==> src/rtl/mips_datapath_fetch_pkg.sv <==
// Shared types for the MIPS instruction-fetch stage.
// Holds the fetch FSM encoding and small helpers.
package mips_datapath_fetch_pkg;

  localparam int INSTR_W = 32;

  typedef enum logic [0:0] {
    RUN   = 1'b0,
    FLUSH = 1'b1
  } fetch_state_e;

  function automatic logic [31:0] sat_inc(
    input logic [31:0] v
  );
    return (&v) ? v : v + 32'd1;
  endfunction

endpackage

==> src/rtl/mips_datapath_fetch_fifo.sv <==
// Circular buffer with push/pop/clear, count and head.
// DEPTH must be a power of two so pointers wrap naturally.
module mips_datapath_fetch_fifo #(
  parameter int W     = 32,
  parameter int DEPTH = 2
) (
  input  logic                       clk,
  input  logic                       rst_n,
  input  logic                       clr_i,
  input  logic                       push_i,
  input  logic [W-1:0]               data_i,
  input  logic                       pop_i,
  output logic [W-1:0]               head_o,
  output logic [$clog2(DEPTH+1)-1:0] count_o
);

  localparam int PW = $clog2(DEPTH);
  localparam int CW = $clog2(DEPTH + 1);
  localparam logic [CW-1:0] FULL = CW'(DEPTH);

  logic [W-1:0]  mem_q [DEPTH];
  logic [PW-1:0] wr_q, wr_d;
  logic [PW-1:0] rd_q, rd_d;
  logic [CW-1:0] cnt_q, cnt_d;
  logic          do_push;
  logic          do_pop;

  assign do_push = push_i & ~clr_i & (cnt_q != FULL);
  assign do_pop  = pop_i & ~clr_i & (cnt_q != '0);

  always_comb begin
    wr_d  = wr_q;
    rd_d  = rd_q;
    cnt_d = cnt_q;
    if (clr_i) begin
      wr_d  = '0;
      rd_d  = '0;
      cnt_d = '0;
    end else begin
      if (do_push) wr_d = wr_q + 1'b1;
      if (do_pop)  rd_d = rd_q + 1'b1;
      unique case ({do_push, do_pop})
        2'b10:   cnt_d = cnt_q + 1'b1;
        2'b01:   cnt_d = cnt_q - 1'b1;
        default: ;
      endcase
    end
  end

  always_ff @(posedge clk or negedge rst_n) begin
    if (!rst_n) begin
      wr_q  <= '0;
      rd_q  <= '0;
      cnt_q <= '0;
    end else begin
      wr_q  <= wr_d;
      rd_q  <= rd_d;
      cnt_q <= cnt_d;
    end
  end

  always_ff @(posedge clk) begin
    if (do_push) mem_q[wr_q] <= data_i;
  end

  assign head_o  = mem_q[rd_q];
  assign count_o = cnt_q;

endmodule

==> src/rtl/mips_datapath_fetch_stage.sv <==
// Fetch stage: imem request/response with credit flow and redirect flush.
// Define MIPS_DATAPATH_FETCH_STATS_EN for stall/drop counters.
module mips_datapath_fetch_stage
  import mips_datapath_fetch_pkg::*;
#(
  parameter int ADDR_W = 32,
  parameter int DEPTH  = 2
) (
  input  logic              clk,
  input  logic              rst_n,
  input  logic [ADDR_W-1:0] addrCurr,
  output logic              pcAdvance,
  input  logic              redirect,
  output logic              imemReqValid,
  input  logic              imemReqReady,
  output logic [ADDR_W-1:0] imemReqAddr,
  input  logic              imemRspValid,
  input  logic [31:0]       imemRspData,
  output logic              decValid,
  input  logic              decReady,
  output logic [31:0]       decInstr,
  output logic [ADDR_W-1:0] decPc,
  output logic [ADDR_W-1:0] decPcPlus4
`ifdef MIPS_DATAPATH_FETCH_STATS_EN
  ,
  output logic [31:0]       statStallCycles,
  output logic [31:0]       statFlushDrops
`endif
);

  localparam int CW    = $clog2(DEPTH + 1);
  localparam int ENT_W = INSTR_W + ADDR_W;

  fetch_state_e      state_q, state_d;
  logic [CW-1:0]     inflight_q, inflight_d;
  logic [CW-1:0]     discard_q, discard_d;
  logic [CW-1:0]     tag_cnt;
  logic [CW-1:0]     rsp_cnt;
  logic [ADDR_W-1:0] tag_head;
  logic [ENT_W-1:0]  rsp_head;
  logic              credit_ok;
  logic              discarding;
  logic              drop;
  logic              keep;
  logic              dec_pop;

  assign credit_ok  = ({1'b0, inflight_q} + {1'b0, rsp_cnt})
                      < (CW+1)'(DEPTH);
  // rst_n gates the request so it reads 0 the moment reset asserts
  assign imemReqValid = rst_n & (state_q == RUN)
                      & credit_ok & ~redirect;
  assign pcAdvance   = imemReqValid & imemReqReady;
  assign imemReqAddr = addrCurr;

  assign discarding = (discard_q != '0);
  assign drop       = imemRspValid & (redirect | discarding);
  assign keep       = imemRspValid & ~redirect & ~discarding;
  assign dec_pop    = decValid & decReady;

  mips_datapath_fetch_fifo #(
    .W     (ADDR_W),
    .DEPTH (DEPTH)
  ) u_tag_q (
    .clk     (clk),
    .rst_n   (rst_n),
    .clr_i   (redirect),
    .push_i  (pcAdvance),
    .data_i  (addrCurr),
    .pop_i   (keep),
    .head_o  (tag_head),
    .count_o (tag_cnt)
  );

  mips_datapath_fetch_fifo #(
    .W     (ENT_W),
    .DEPTH (DEPTH)
  ) u_rsp_q (
    .clk     (clk),
    .rst_n   (rst_n),
    .clr_i   (redirect),
    .push_i  (keep),
    .data_i  ({imemRspData, tag_head}),
    .pop_i   (dec_pop),
    .head_o  (rsp_head),
    .count_o (rsp_cnt)
  );

  assign decValid   = (rsp_cnt != '0);
  assign decInstr   = rsp_head[ENT_W-1 -: INSTR_W];
  assign decPc      = rsp_head[ADDR_W-1:0];
  assign decPcPlus4 = decPc + ADDR_W'(4);

  always_comb begin
    inflight_d = inflight_q;
    unique case ({pcAdvance, imemRspValid})
      2'b10:   inflight_d = inflight_q + 1'b1;
      2'b01:   inflight_d = inflight_q - 1'b1;
      default: ;
    endcase
  end

  // No request issues during redirect, so the post-cycle inflight
  // count is exactly what is still owed by memory.
  always_comb begin
    discard_d = discard_q;
    state_d   = state_q;
    if (redirect) begin
      discard_d = inflight_d;
      state_d   = (inflight_d != '0) ? FLUSH : RUN;
    end else begin
      if (drop) discard_d = discard_q - 1'b1;
      if (state_q == FLUSH && discard_d == '0) state_d = RUN;
    end
  end

  always_ff @(posedge clk or negedge rst_n) begin
    if (!rst_n) begin
      state_q    <= RUN;
      inflight_q <= '0;
      discard_q  <= '0;
    end else begin
      state_q    <= state_d;
      inflight_q <= inflight_d;
      discard_q  <= discard_d;
    end
  end

  always @(posedge clk) begin
    if (rst_n && imemRspValid) assert (inflight_q != '0);
    if (rst_n && keep) assert (tag_cnt != '0);
  end

`ifdef MIPS_DATAPATH_FETCH_STATS_EN
  logic [31:0] stall_q;
  logic [31:0] drops_q;

  always_ff @(posedge clk or negedge rst_n) begin
    if (!rst_n) begin
      stall_q <= '0;
      drops_q <= '0;
    end else begin
      if (state_q == RUN && !imemReqValid) stall_q <= sat_inc(stall_q);
      if (drop) drops_q <= sat_inc(drops_q);
    end
  end

  assign statStallCycles = stall_q;
  assign statFlushDrops  = drops_q;
`endif

endmodule

==> config.mk <==
export PLATFORM = sky130hd
export DESIGN_NAME = mips_datapath_fetch_stage
export DESIGN_NICKNAME = d
export VERILOG_FILES = /design/src/rtl/mips_datapath_fetch_pkg.sv /design/src/rtl/mips_datapath_fetch_fifo.sv /design/src/rtl/mips_datapath_fetch_stage.sv
export SDC_FILE = /design/constraint.sdc
export NUM_CORES = 1
export LEC_CHECK = 0
export CORE_ASPECT_RATIO = 0.6
export CORE_UTILIZATION = 54
export CTS_CLUSTER_SIZE = 20
export DETAILED_ROUTE_END_ITERATION = 10
export GPL_ROUTABILITY_DRIVEN = 0
export PLACE_DENSITY = 0.88
export SLEW_MARGIN = 20
export SYNTH_ARGS = -nofsm -noshare
export SYNTH_HDL_FRONTEND = slang
export SYNTH_SLANG_ARGS = --single-unit
==> constraint.sdc <==
create_clock -name clk -period 17.4 [get_ports clk]
set_input_delay 5.22 -clock clk [delete_from_list [all_inputs] [get_ports clk]]
set_output_delay 5.22 -clock clk [all_outputs]
set_load 0.02 [all_outputs]
### Word level (Yosys, flattened, before mapping)

Memories as Yosys holds them, arrays and structs flattened.
Cells that the tools add are included.

| word-level totals | value |
|---|---|
| bits of input ports | 70 |
| output and inout bits | 131 |
| bits in writable memories | 192 |
| logic and storage cells | 88 |
| register bits | 13 |
| memories kept | 2 |

Memories:

| memory | words | width | rd ports | clocked after memory_dff | write ports | RTL line | RTL |
|---|---|---|---|---|---|---|---|
| u_rsp_q.mem_q | 2 | 64 | 1 | 0 | 1 | mips_datapath_fetch_fifo.sv:21 | `logic [W-1:0] mem_q [DEPTH];` |
| u_tag_q.mem_q | 2 | 32 | 1 | 0 | 1 | mips_datapath_fetch_fifo.sv:21 |  |

| operators by class | value |
|---|---|
| muxes and demuxes | 23 |
| equality and inequality tests | 8 |
| add/sub/neg operators | 13 |
| reduce and logical (&&, ||, !) cells | 13 |
| bitwise operators | 19 |
| $lt $le $gt $ge | 1 |

Operators by type and width:

| cell | count |
|---|---|
| 32-bit by 3-bit adder with 32-bit output, second input constant | 1 |
| 2-bit nonzero test | 9 |
| 1-bit bitwise AND | 15 |
| 1-bit 2-to-1 mux | 15 |
| 2-bit one-hot mux with 2 select lines | 3 |
| 2-bit 2-to-1 mux | 5 |
| 2-bit by 1-bit subtractor with 2-bit output, second input constant | 4 |
| 2-bit by 1-bit adder with 2-bit output, second input constant | 3 |
| 2-bit by 1-bit == test with 1-bit output, second input constant | 3 |
| 2-bit == test, second input constant | 3 |
| 3-bit nonzero test | 2 |
| 1-bit adder, second input constant | 4 |
| 2-bit inequality test, second input constant | 2 |
| 2-bit by 2-bit adder with 3-bit output | 1 |
| 3-bit by 2-bit less-than comparator with 1-bit output, second input constant | 1 |
| 1-bit NOT | 3 |
| 2-bit logical NOT | 1 |
| 1-bit logical AND | 1 |
| 1-bit OR | 1 |

### Longest topological paths before layout

Gate-level depths: netlist (run 1).

| depth | value |
|---|---|
| word-level depth | 10 |
| gate-level depth with buffers | 12 |
| gate-level depth less buffers | 10 |

### By module

From an unflattened synthesis (run 1), not the netlist that was laid out.

| unflattened totals | value |
|---|---|
| cell total of the unflattened synthesis | 498 |
| area total of the unflattened synthesis | 8,567.0 um^2 |

By module, submodules not included:

| module | cells each | times used | area an instance (um^2) | sequential area each (um^2) |
|---|---|---|---|---|
| mips_datapath_fetch_fifo (u_rsp_q) | 224 | 1 | 4,855.9 | 3,943.8 |
| mips_datapath_fetch_fifo (u_tag_q) | 125 | 1 | 2,529.9 | 2,021.9 |
| mips_datapath_fetch_stage | 149 | 1 | 1,181.1 | 125.1 |

### Worst setup path before layout (run 1)

OpenSTA, ideal clock, no wires.

| timing path | value |
|---|---|
| path kind | in2out |
| start | input redirect |
| end | output pcAdvance |
| arrival | 5,938 ps |
| setup slack | 6,242 ps |
| buffers on the path | 0 |
| cell stages on the path | 3 |
| data required time | 12,180 ps |
| cells stage by stage | nor4_1 -> nand3_1 -> inv_1 |

| on the way | value |
|---|---|
| cells in the longest elaborated chain, start to end | 3 |

RTL lines:

| element | RTL line | RTL |
|---|---|---|
| start, declared | mips_datapath_fetch_stage.sv:13 | `input logic redirect,` |
| 1-bit NOT | mips_datapath_fetch_stage.sv:51 | `& credit_ok & ~redirect;` |
| 1-bit bitwise AND | mips_datapath_fetch_stage.sv:51 |  |
| 1-bit bitwise AND | mips_datapath_fetch_stage.sv:52 | `assign pcAdvance = imemReqValid & imemReqReady;` |
| end, declared | mips_datapath_fetch_stage.sv:12 | `output logic pcAdvance,` |

Every way passes these cells.

### Final worst setup path (run 1)

Ends and elaborated chain as after synthesis.

==> flow_summary_export.csv, run 1 <==
group,metric,value,unit
sta,finalSetupTns,0,ps
grt,antenna_found_initial,0,
setup_path,startpoint_type,"input port",
logic_synthesis,synth_cell_type_count,51,
cts,ctsResizeCount,0,
grt,grt_max_degree,65,
routing,drt_pass1_iterations,8,
setup_path,required,12180,ps
place,port_buffers,200,
sta,drv_slew,0,
final_layout,drive_gt1_share,19.4,%
cts,cts_buffer_depth,3,
routing,finalWirelength,17900,um
grt,grtUsageTotal,21.5,%
setup_path,cp_cell_sequence,"clkdlybuf4s50_1, nor4_1, nand3_1, inv_1, clkdlybuf4s50_1",
place,dp_slack,4730,ps
setup_path,r2r_start,"u_rsp_q.count_o[0]$_DFFE_PN0P_",
logic_synthesis,synthTopCellsByArea,"edfxtp_1 (66%), mux2_2 (11%), dfrtp_1 (3.7%)",
setup_path,criticalPathCategory,"in -> out",
die,dieWidth,166,um
pwr,peakVddDrop,77.7,uV
cts,post_cts_buffers,0,
setup_path,cp-end-kind,"primary output",
final_layout,nets,774,
logic_synthesis,synth_edf_count,192,
final_layout,regArea,6100,um^2
routing,vias,5037,
final_layout,num-fill-cells,950,
sta,layout_min_cycle_time,12700,ps
routing,routedWlPerCell,19.5,um
pwr,internal_power,958,uW
sta,fin_crit_sh,73.0,%
pwr,p_seq_share,46.6,%
sta,postLayoutSetupSlackWorst,4700,ps
logic_synthesis,ys_seq_elements,205,
logic_synthesis,synth-warning-count,0,
logic_synthesis,syn_area,8700,um^2
routing,antenna_left,0,
grt,grt.overflow.total,0,
sta,max_clock_freq,78.7,MHz
cts,root_buffer,"clkbuf_16",
status,failed_checks,"DRC",
cts,cts-htree-levels,1,
logic_synthesis,synth_flop_cell,"edfxtp_1",
setup_path,slowest_stage,"clkdlybuf4s50_1",
final_layout,num_antenna_cells,0,
pwr,switching_share,25.1,%
pwr,leakage,0.00383,uW
status,outcome,"complete, but fails checks",
sta,rsz0062_at_grt,"no",
setup_path,crit_family,"buffers and inverters",
setup_path,cp-startpoint,"redirect",
worst_hold_path,holdCritStartpoint,"state_q$_DFFE_PN0P_",
logic_synthesis,synth_fp_nets,602,
setup_path,crit_buf_inv,3,
setup_path,cpMostUsedCell,"clkdlybuf4s50_1",
logic_synthesis,seq_area_frac_synth,70.0,%
routing,drc,16,
cts,clock_sinks,205,
routing,vias_per_cell,5.51,
logic_synthesis,syn_inst,528,
final_layout,syn2layout_area_growth,29.6,%
logic_synthesis,avgSynthCellArea,16.5,um^2
sta,tightest_slew,1030,ps
sta,finalHoldViolCount,0,
grt,grt_pass1_vias,5188,
cts,cts_tree,"built",
pwr,pwr-share-clk,33.3,%
routing,drt_first_iter_violations,258,
cts,cts_made_buffers,19,
logic_synthesis,synth_top_area_share,66.3,%
pwr,power.density,113,nW/um^2
final_layout,postLayoutCoreUtil,72.5,%
grt,grt_pass1_wl,27500,um
die,placementRows,35,
final_layout,multiInputGateArea,2210,um^2
die,core_area,15500,um^2
pwr,p_sw,321,uW
cts,holdBufCountCts,0,
worst_hold_path,worstHoldPathType,"reg -> reg",
sta,fin_skew,8.23,ps
sta,setup_viol,0,
die,start_util,56.0,%
cts,clk_pin_slew,60,ps
die,die-area,16600,um^2
job,maxCapViolCount,0,
place,dp_hpwl,11800,um
logic_synthesis,synth_area_leader_cell,"edfxtp_1",
setup_path,critPathMaxStageDelay,710,ps
setup_path,worst_ep_arrival_time,7480,ps
pwr,power,1280,uW
cts,clk_latency,470,ps
pwr,combPwrFrac,20.1,%
logic_synthesis,ys_async_sr_fraction,6.34,%
die,ioPinCount,201,
setup_path,cp_max_fo,15,
sta,slew_headroom,31.2,%
die,die_y,100,um
sta,timing.hold.ws,535,ps
layer usage:
metal	global-route usage, %	share of wire, %	up-vias
met1	28.2	44	2526
li1	-	-	2294
met2	37.3	49	189
met3	4.02	5.4	28
met5	0	0	-
met4	5.54	1.9	0
layout make-up:
| type | instances | share of cell area, % |
|---|---|---|
| flip-flops and latches | 205 | 54.1 |
| multi-input cells | 258 | 19.6 |
| repair buffers | 203 | 18.0 |
| clock buffers | 20 | 4.25 |
| well taps | 203 | 2.25 |
| clock inverters | 12 | 1.42 |
| inverters | 13 | 0.433 |
kinds of logic (layout without fill, tap and decap cells):
family | Yosys count | in the layout | synth area share [%]
compound gates | 29 | 29 | 2.44
xor+xnor | 33 | 33 | 3.32
fa+ha+maj | 4 | 4 | 0.661
buf+inv | 65 | 248 | 4.80
flops | 205 | 205 | 70.0
mux | 96 | 96 | 12.3
simple gates | 96 | 96 | 6.48
worst paths after layout:
| path | to | slack (ps) | cells after the start |
|---|---|---|---|
| max | pcAdvance | 4700 | 5 |
| min | state_q$_DFFE_PN0P_ | 540 | 1 |
| max reg2reg | u_tag_q.mem_q[0][2]$_DFFE_PP_ | 14210 | 7 |
| min reg2reg | state_q$_DFFE_PN0P_ | 540 | 1 |
| max in group asynchronous | u_rsp_q.rd_q$_DFFE_PN0P_ | 11790 | 1 |
| min in group asynchronous | inflight_q[0]$_DFF_PN0_ | 5150 | 1 |
through the flow:
stage          std cells  instance area [um^2]
4_1_cts              914                 11300
5_1_grt              914                 11300
3_5_place_dp         882                 10600
3_3_place_gp         882                 10600
6_report             914                 11300
2_1_floorplan        528                  8700
cell usage after synthesis, types with 2 or more instances:
library cell,count
nand4_1,5
a21oi_1,6
nor2_1,12
and3_1,4
nand3_1,17
nand4b_4,2
clkbuf_1,6
nand2b_1,2
nand3b_1,4
nand4b_1,2
dfrtp_1,13
nand3_2,2
a21boi_2,2
o21ai_0,10
and4_1,2
buf_4,34
nor3_1,4
edfxtp_1,192
buf_6,2
xnor2_1,25
nor2b_1,2
inv_1,13
nor3b_1,2
buf_2,8
nand2_1,24
mux2i_1,9
mux2_2,87
ha_1,3
and2_1,5
xor2_1,8
state kept, by name (all words and copies together) (netlist names):
name             count
inflight_q           2
u_rsp_q.rd_q         1
u_tag_q.mem_q       64
u_tag_q.rd_q         1
state_q              1
discard_q            2
u_tag_q.count_o      2
u_rsp_q.mem_q      128
u_rsp_q.wr_q         1
u_tag_q.wr_q         1
u_rsp_q.count_o      2
power groups by stage:
stage | Combinational, uW | Sequential [uW] | Clock (uW)
after global routing | 272 | 599 | 452
after global placement | 249 | 603 | 0
after CTS | 259 | 596 | 434
final | 257 | 596 | 426
after detailed placement | 256 | 606 | 0
after floorplan | 153 | 599 | 0
cell usage in the layout, fill, tap and decap left out, types with 3 or more instances in the layout:
master and n:
nand3_1 17, bufinv_16 4, xor2_1 8, and2_1 5, clkinv_1 3, clkdlybuf4s50_1 200, and3_1 3, o21ai_0 10
clkbuf_16 19, nor2_1 11, nand4_1 5, mux2_2 87, xnor2_1 25, nand3b_1 4, mux2i_1 9, buf_4 3
a21oi_1 6, clkinv_2 4, ha_1 3, dfrtp_1 11, nand2_1 24, inv_1 13, nor3_1 3, edfxtp_1 192
(Power assumes the default switching activity.)
==> inputs of run 2 (changes only) <==
Settings changed: CORE_UTILIZATION 54 to 50, PLACE_DENSITY 0.88 to 0.83.
Clock period 17.4 ns to 13.15 ns, I/O delays scaled along.
==> flow_summary_export.csv, run 2 (same netlist as run 1, synthesis figures left out) <==
group,metric,value,unit
status,outcome,"complete, no violations",
setup_path,criticalPathCategory,"in -> out",
pwr,leakage,0.00381,uW
cts,post_cts_buffers,0,
place,dp_hpwl,11700,um
routing,drc,0,
final_layout,largest_reg_flops,128,
die,dieWidth,172,um
grt,grt_pass1_vias,5130,
routing,drt_first_iter_violations,352,
grt,grt_pass1_wl,27200,um
final_layout,layout_commonest_cell,"clkdlybuf4s50_1",
setup_path,slowest_stage,"clkdlybuf4s50_1",
setup_path,cp-end-kind,"primary output",
setup_path,crit_buf_inv,3,
cts,holdBufCountCts,0,
place,port_buffers,200,
routing,routedWlPerCell,18.6,um
cts,clk_latency,480,ps
setup_path,cp_cell_sequence,"clkdlybuf4s50_1, nor4_1, nand3_1, inv_1, clkdlybuf4s50_1",
setup_path,cpMostUsedCell,"clkdlybuf4s50_1",
sta,timing.hold.ws,509,ps
cts,cts_buffer_depth,3,
cts,cts-htree-levels,1,
job,maxCapViolCount,0,
sta,layout_min_cycle_time,10250,ps
final_layout,num_antenna_cells,0,
setup_path,required,9200,ps
sta,drv_slew,0,
die,ioPinCount,201,
grt,grt_max_degree,65,
final_layout,largest-register,"u_rsp_q.mem_q",
sta,slew_headroom,30.7,%
setup_path,critPathMaxStageDelay,710,ps
setup_path,worst_ep_arrival_time,6310,ps
routing,vias,4943,
sta,max_clock_freq,97.5,MHz
die,die_y,104,um
routing,finalWirelength,17500,um
sta,rsz0062_at_grt,"no",
final_layout,nets,775,
routing,antenna_left,0,
cts,ctsResizeCount,0,
setup_path,cp_max_fo,15,
sta,finalSetupTns,0,ps
grt,grt.overflow.total,0,
sta,setup_viol,0,
setup_path,crit_family,"buffers and inverters",
sta,tightest_slew,1040,ps
final_layout,drive_gt1_share,19.1,%
cts,clk_pin_slew,60,ps
final_layout,largestRegisters,"u_rsp_q.mem_q (128), u_tag_q.mem_q (64)",
routing,drt_pass1_iterations,5,
routing,vias_per_cell,5.25,
die,placementRows,36,
grt,antenna_found_initial,0,
die,die-area,18000,um^2
cts,cts_made_buffers,20,
die,start_util,52.4,%
cts,clock_sinks,205,
sta,fin_skew,10.6,ps
sta,fin_crit_sh,78.0,%
worst_hold_path,worstHoldPathType,"reg -> reg",
final_layout,syn2layout_area_growth,29.9,%
setup_path,startpoint_type,"input port",
cts,cts_tree,"built",
pwr,peakVddDrop,130,uV
die,core_area,16600,um^2
grt,grtUsageTotal,19.9,%
sta,finalHoldViolCount,0,
pwr,power.density,149,nW/um^2
final_layout,layout_common_cells,"clkdlybuf4s50_1 (200), edfxtp_1 (192), mux2_2 (87), xnor2_1 (25), nand2_1 (24)",
cts,root_buffer,"clkbuf_16",
## run 2: changes by cell type in the layout (fill, tap and decap cells not counted)
cell	delta
clkinv_2	-3
clkinvlp_4	+2
clkbuf_1	+3
clkinv_1	+1
clkbuf_16	+2
inv_6	-1
bufinv_16	-2
## run 2: path summary, 6_finish.rpt
kind	cells after the start	start	end	slack [ps]
worst min-delay path	1	state_q$_DFFE_PN0P_	state_q$_DFFE_PN0P_	510
max in group asynchronous	1	rst_n	u_rsp_q.rd_q$_DFFE_PN0P_	8810
worst min register to register	1	state_q$_DFFE_PN0P_	state_q$_DFFE_PN0P_	510
worst max register to register	7	u_rsp_q.count_o[0]$_DFFE_PN0P_	u_tag_q.mem_q[0][24]$_DFFE_PP_	9890
min in group asynchronous	1	rst_n	u_rsp_q.count_o[0]$_DFFE_PN0P_	3860
worst max-delay path	5	redirect	pcAdvance	2900
## run 2: cell type report
cell class	count	area [um^2]
multi-input combinational	258	2210
fill	1133	5320
tap	228	285
timing repair buffer	203	2020
inverter	13	48.8
clock buffer	25	541
clock inverter	9	95.1
sequential	205	6100
## run 2: metrics by stage
stage / std cells / power [uW] / util, % / setup slack [ps] / instance area (um^2)
2_1_floorplan: 528 / 994 / - / 3660 / 8700
3_3_place_gp: 907 / 1130 / 64.2 / 3080 / 10700
3_5_place_dp: 907 / 1140 / 64.2 / 2870 / 10700
4_1_cts: 941 / 1700 / 68.0 / 2870 / 11300
5_1_grt: 941 / 1740 / 68.0 / 2640 / 11300
6_report: 941 / 1680 / 68.0 / 2900 / 11300
## run 2: report_power, final
part | internal (uW) | switching (uW) | total [uW]
Combinational | 163 | 173 | 337
Sequential | 762 | 25.9 | 788
Clock | 330 | 225 | 554
## run 2: routing by layer
layer / track usage [%] / part of all wire [%]
met5: 0 / 0
met4: 3.67 / 0.91
met3: 4.15 / 6.5
met2: 33.4 / 48
met1: 26.8 / 45
==> inputs of run 3 (changes only) <==
Clock period 13.15 ns to 10.3 ns, I/O delays scaled along.
==> flow_summary_export.csv, run 3 (same netlist as run 1, synthesis figures left out) <==
group,metric,value,unit
cts,post_cts_buffers,0,
setup_path,required,7210,ps
final_layout,num_antenna_cells,0,
grt,grt_max_degree,65,
sta,tightest_slew,1040,ps
die,dieWidth,172,um
routing,vias_per_cell,5.24,
routing,finalWirelength,17600,um
setup_path,crit_buf_inv,3,
grt,grt_pass1_wl,27100,um
setup_path,startpoint_type,"input port",
die,die_y,104,um
cts,root_buffer,"clkbuf_16",
worst_hold_path,worstHoldPathType,"reg -> reg",
setup_path,critPathMaxStageDelay,700,ps
die,core_area,16600,um^2
cts,clk_pin_slew,60,ps
final_layout,drive_gt1_share,19.0,%
setup_path,slowest_stage,"clkdlybuf4s50_1",
setup_path,crit_family,"buffers and inverters",
die,die-area,18000,um^2
pwr,leakage,0.00383,uW
routing,drt_first_iter_violations,284,
setup_path,worst_ep_arrival_time,5440,ps
setup_path,r2r_start,"u_rsp_q.count_o[0]$_DFFE_PN0P_",
cts,cts_buffer_depth,3,
grt,grtUsageTotal,19.7,%
final_layout,syn2layout_area_growth,30.1,%
pwr,power,2150,uW
setup_path,r2r-end,"u_tag_q.mem_q[0][1]$_DFFE_PP_",
die,start_util,52.4,%
sta,fin_crit_sh,82.8,%
final_layout,layout_commonest_cell,"clkdlybuf4s50_1",
cts,clock_sinks,205,
sta,drv_slew,0,
grt,grt_pass1_vias,5137,
routing,antenna_left,0,
cts,holdBufCountCts,0,
final_layout,nets,775,
place,port_buffers,200,
cts,cts_made_buffers,20,
setup_path,cpMostUsedCell,"clkdlybuf4s50_1",
setup_path,cp-end-kind,"primary output",
sta,slew_headroom,30.5,%
setup_path,criticalPathCategory,"in -> out",
cts,ctsResizeCount,0,
cts,cts_tree,"built",
pwr,peakVddDrop,133,uV
job,maxCapViolCount,0,
setup_path,cp_cell_sequence,"clkdlybuf4s50_1, nor4_1, nand3_1, inv_1, clkdlybuf4s50_1",
routing,drt_pass1_iterations,5,
setup_path,cp-startpoint,"redirect",
sta,fin_skew,10.9,ps
sta,rsz0062_at_grt,"no",
setup_path,crit_path_end,"pcAdvance",
final_layout,largest_reg_flops,128,
die,ioPinCount,201,
place,dp_hpwl,11700,um
setup_path,r2r_slack,7060,ps
cts,clk_latency,480,ps
sta,finalHoldViolCount,0,
sta,finalSetupTns,0,ps
cts,cts-htree-levels,1,
final_layout,layout_common_cells,"clkdlybuf4s50_1 (200), edfxtp_1 (192), mux2_2 (87), xnor2_1 (25), nand2_1 (24)",
routing,vias,4939,
status,outcome,"complete, no violations",
routing,routedWlPerCell,18.7,um
final_layout,largestRegisters,"u_rsp_q.mem_q (128), u_tag_q.mem_q (64)",
sta,setup_viol,0,
setup_path,reg2reg_depth,7,
setup_path,cp_max_fo,15,
grt,antenna_found_initial,0,
routing,drc,0,
sta,max_clock_freq,117,MHz
pwr,power.density,190,nW/um^2
die,placementRows,36,
sta,layout_min_cycle_time,8530,ps
setup_path,worstSetupPathDepth,5,
final_layout,num-fill-cells,1115,
final_layout,largest-register,"u_rsp_q.mem_q",
grt,grt.overflow.total,0,
run 3: changes by cell type in the layout (fill, tap and decap cells not counted):
cell / delta
clkbuf_1: +2
clkbuf_8: +1
clkinv_4: +1
clkinvlp_4: -2
run 3: area by class of cell:
class	instances	area, um^2	share of cell area [%]
Clock buffer	28	562	4.96
Clock inverter	8	88.8	0.785
Inverter	13	48.8	0.431
Multi-Input combinational cell	258	2210	19.5
Sequential cell	205	6100	53.9
Tap cell	228	285	2.52
Timing Repair Buffer	203	2020	17.9
run 3: layer usage:
layer	vias up	share of wire, %	track usage, %
met1	2430	44	26.4
met4	0	0.87	3.67
met3	16	7.2	3.81
met2	194	48	33.6
met5	-	0	0
li1	2299	-	-
run 3: power by group:
part | internal [uW] | switching (uW) | leakage (uW)
sequential | 973 | 32.5 | 0.00190
combinational | 209 | 219 | 0.00161
clock | 431 | 290 | 0.000316
total | 1610 | 542 | 0.00383
run 3: worst min-delay path by stage:
stage,depth (start not counted),end,slack [ps],start
6_report,1,state_q$_DFFE_PN0P_,510,state_q$_DFFE_PN0P_
5_1_grt,1,state_q$_DFFE_PN0P_,560,state_q$_DFFE_PN0P_
4_1_cts,1,state_q$_DFFE_PN0P_,510,state_q$_DFFE_PN0P_
3_5_place_dp,1,state_q$_DFFE_PN0P_,500,state_q$_DFFE_PN0P_
3_3_place_gp,1,state_q$_DFFE_PN0P_,490,state_q$_DFFE_PN0P_
2_1_floorplan,1,state_q$_DFFE_PN0P_,470,state_q$_DFFE_PN0P_
run 3: through the flow:
stage	hold WS (ps)	utilization [%]	cells	area (um^2)	setup slack [ps]
finish	514	68.1	943	11300	1770
global route	556	68.1	943	11300	1530
CTS	512	68.1	943	11300	1760
detailed placement	497	64.2	907	10700	1770
global placement	491	64.2	907	10700	1940
floorplan	472	-	528	8700	1670
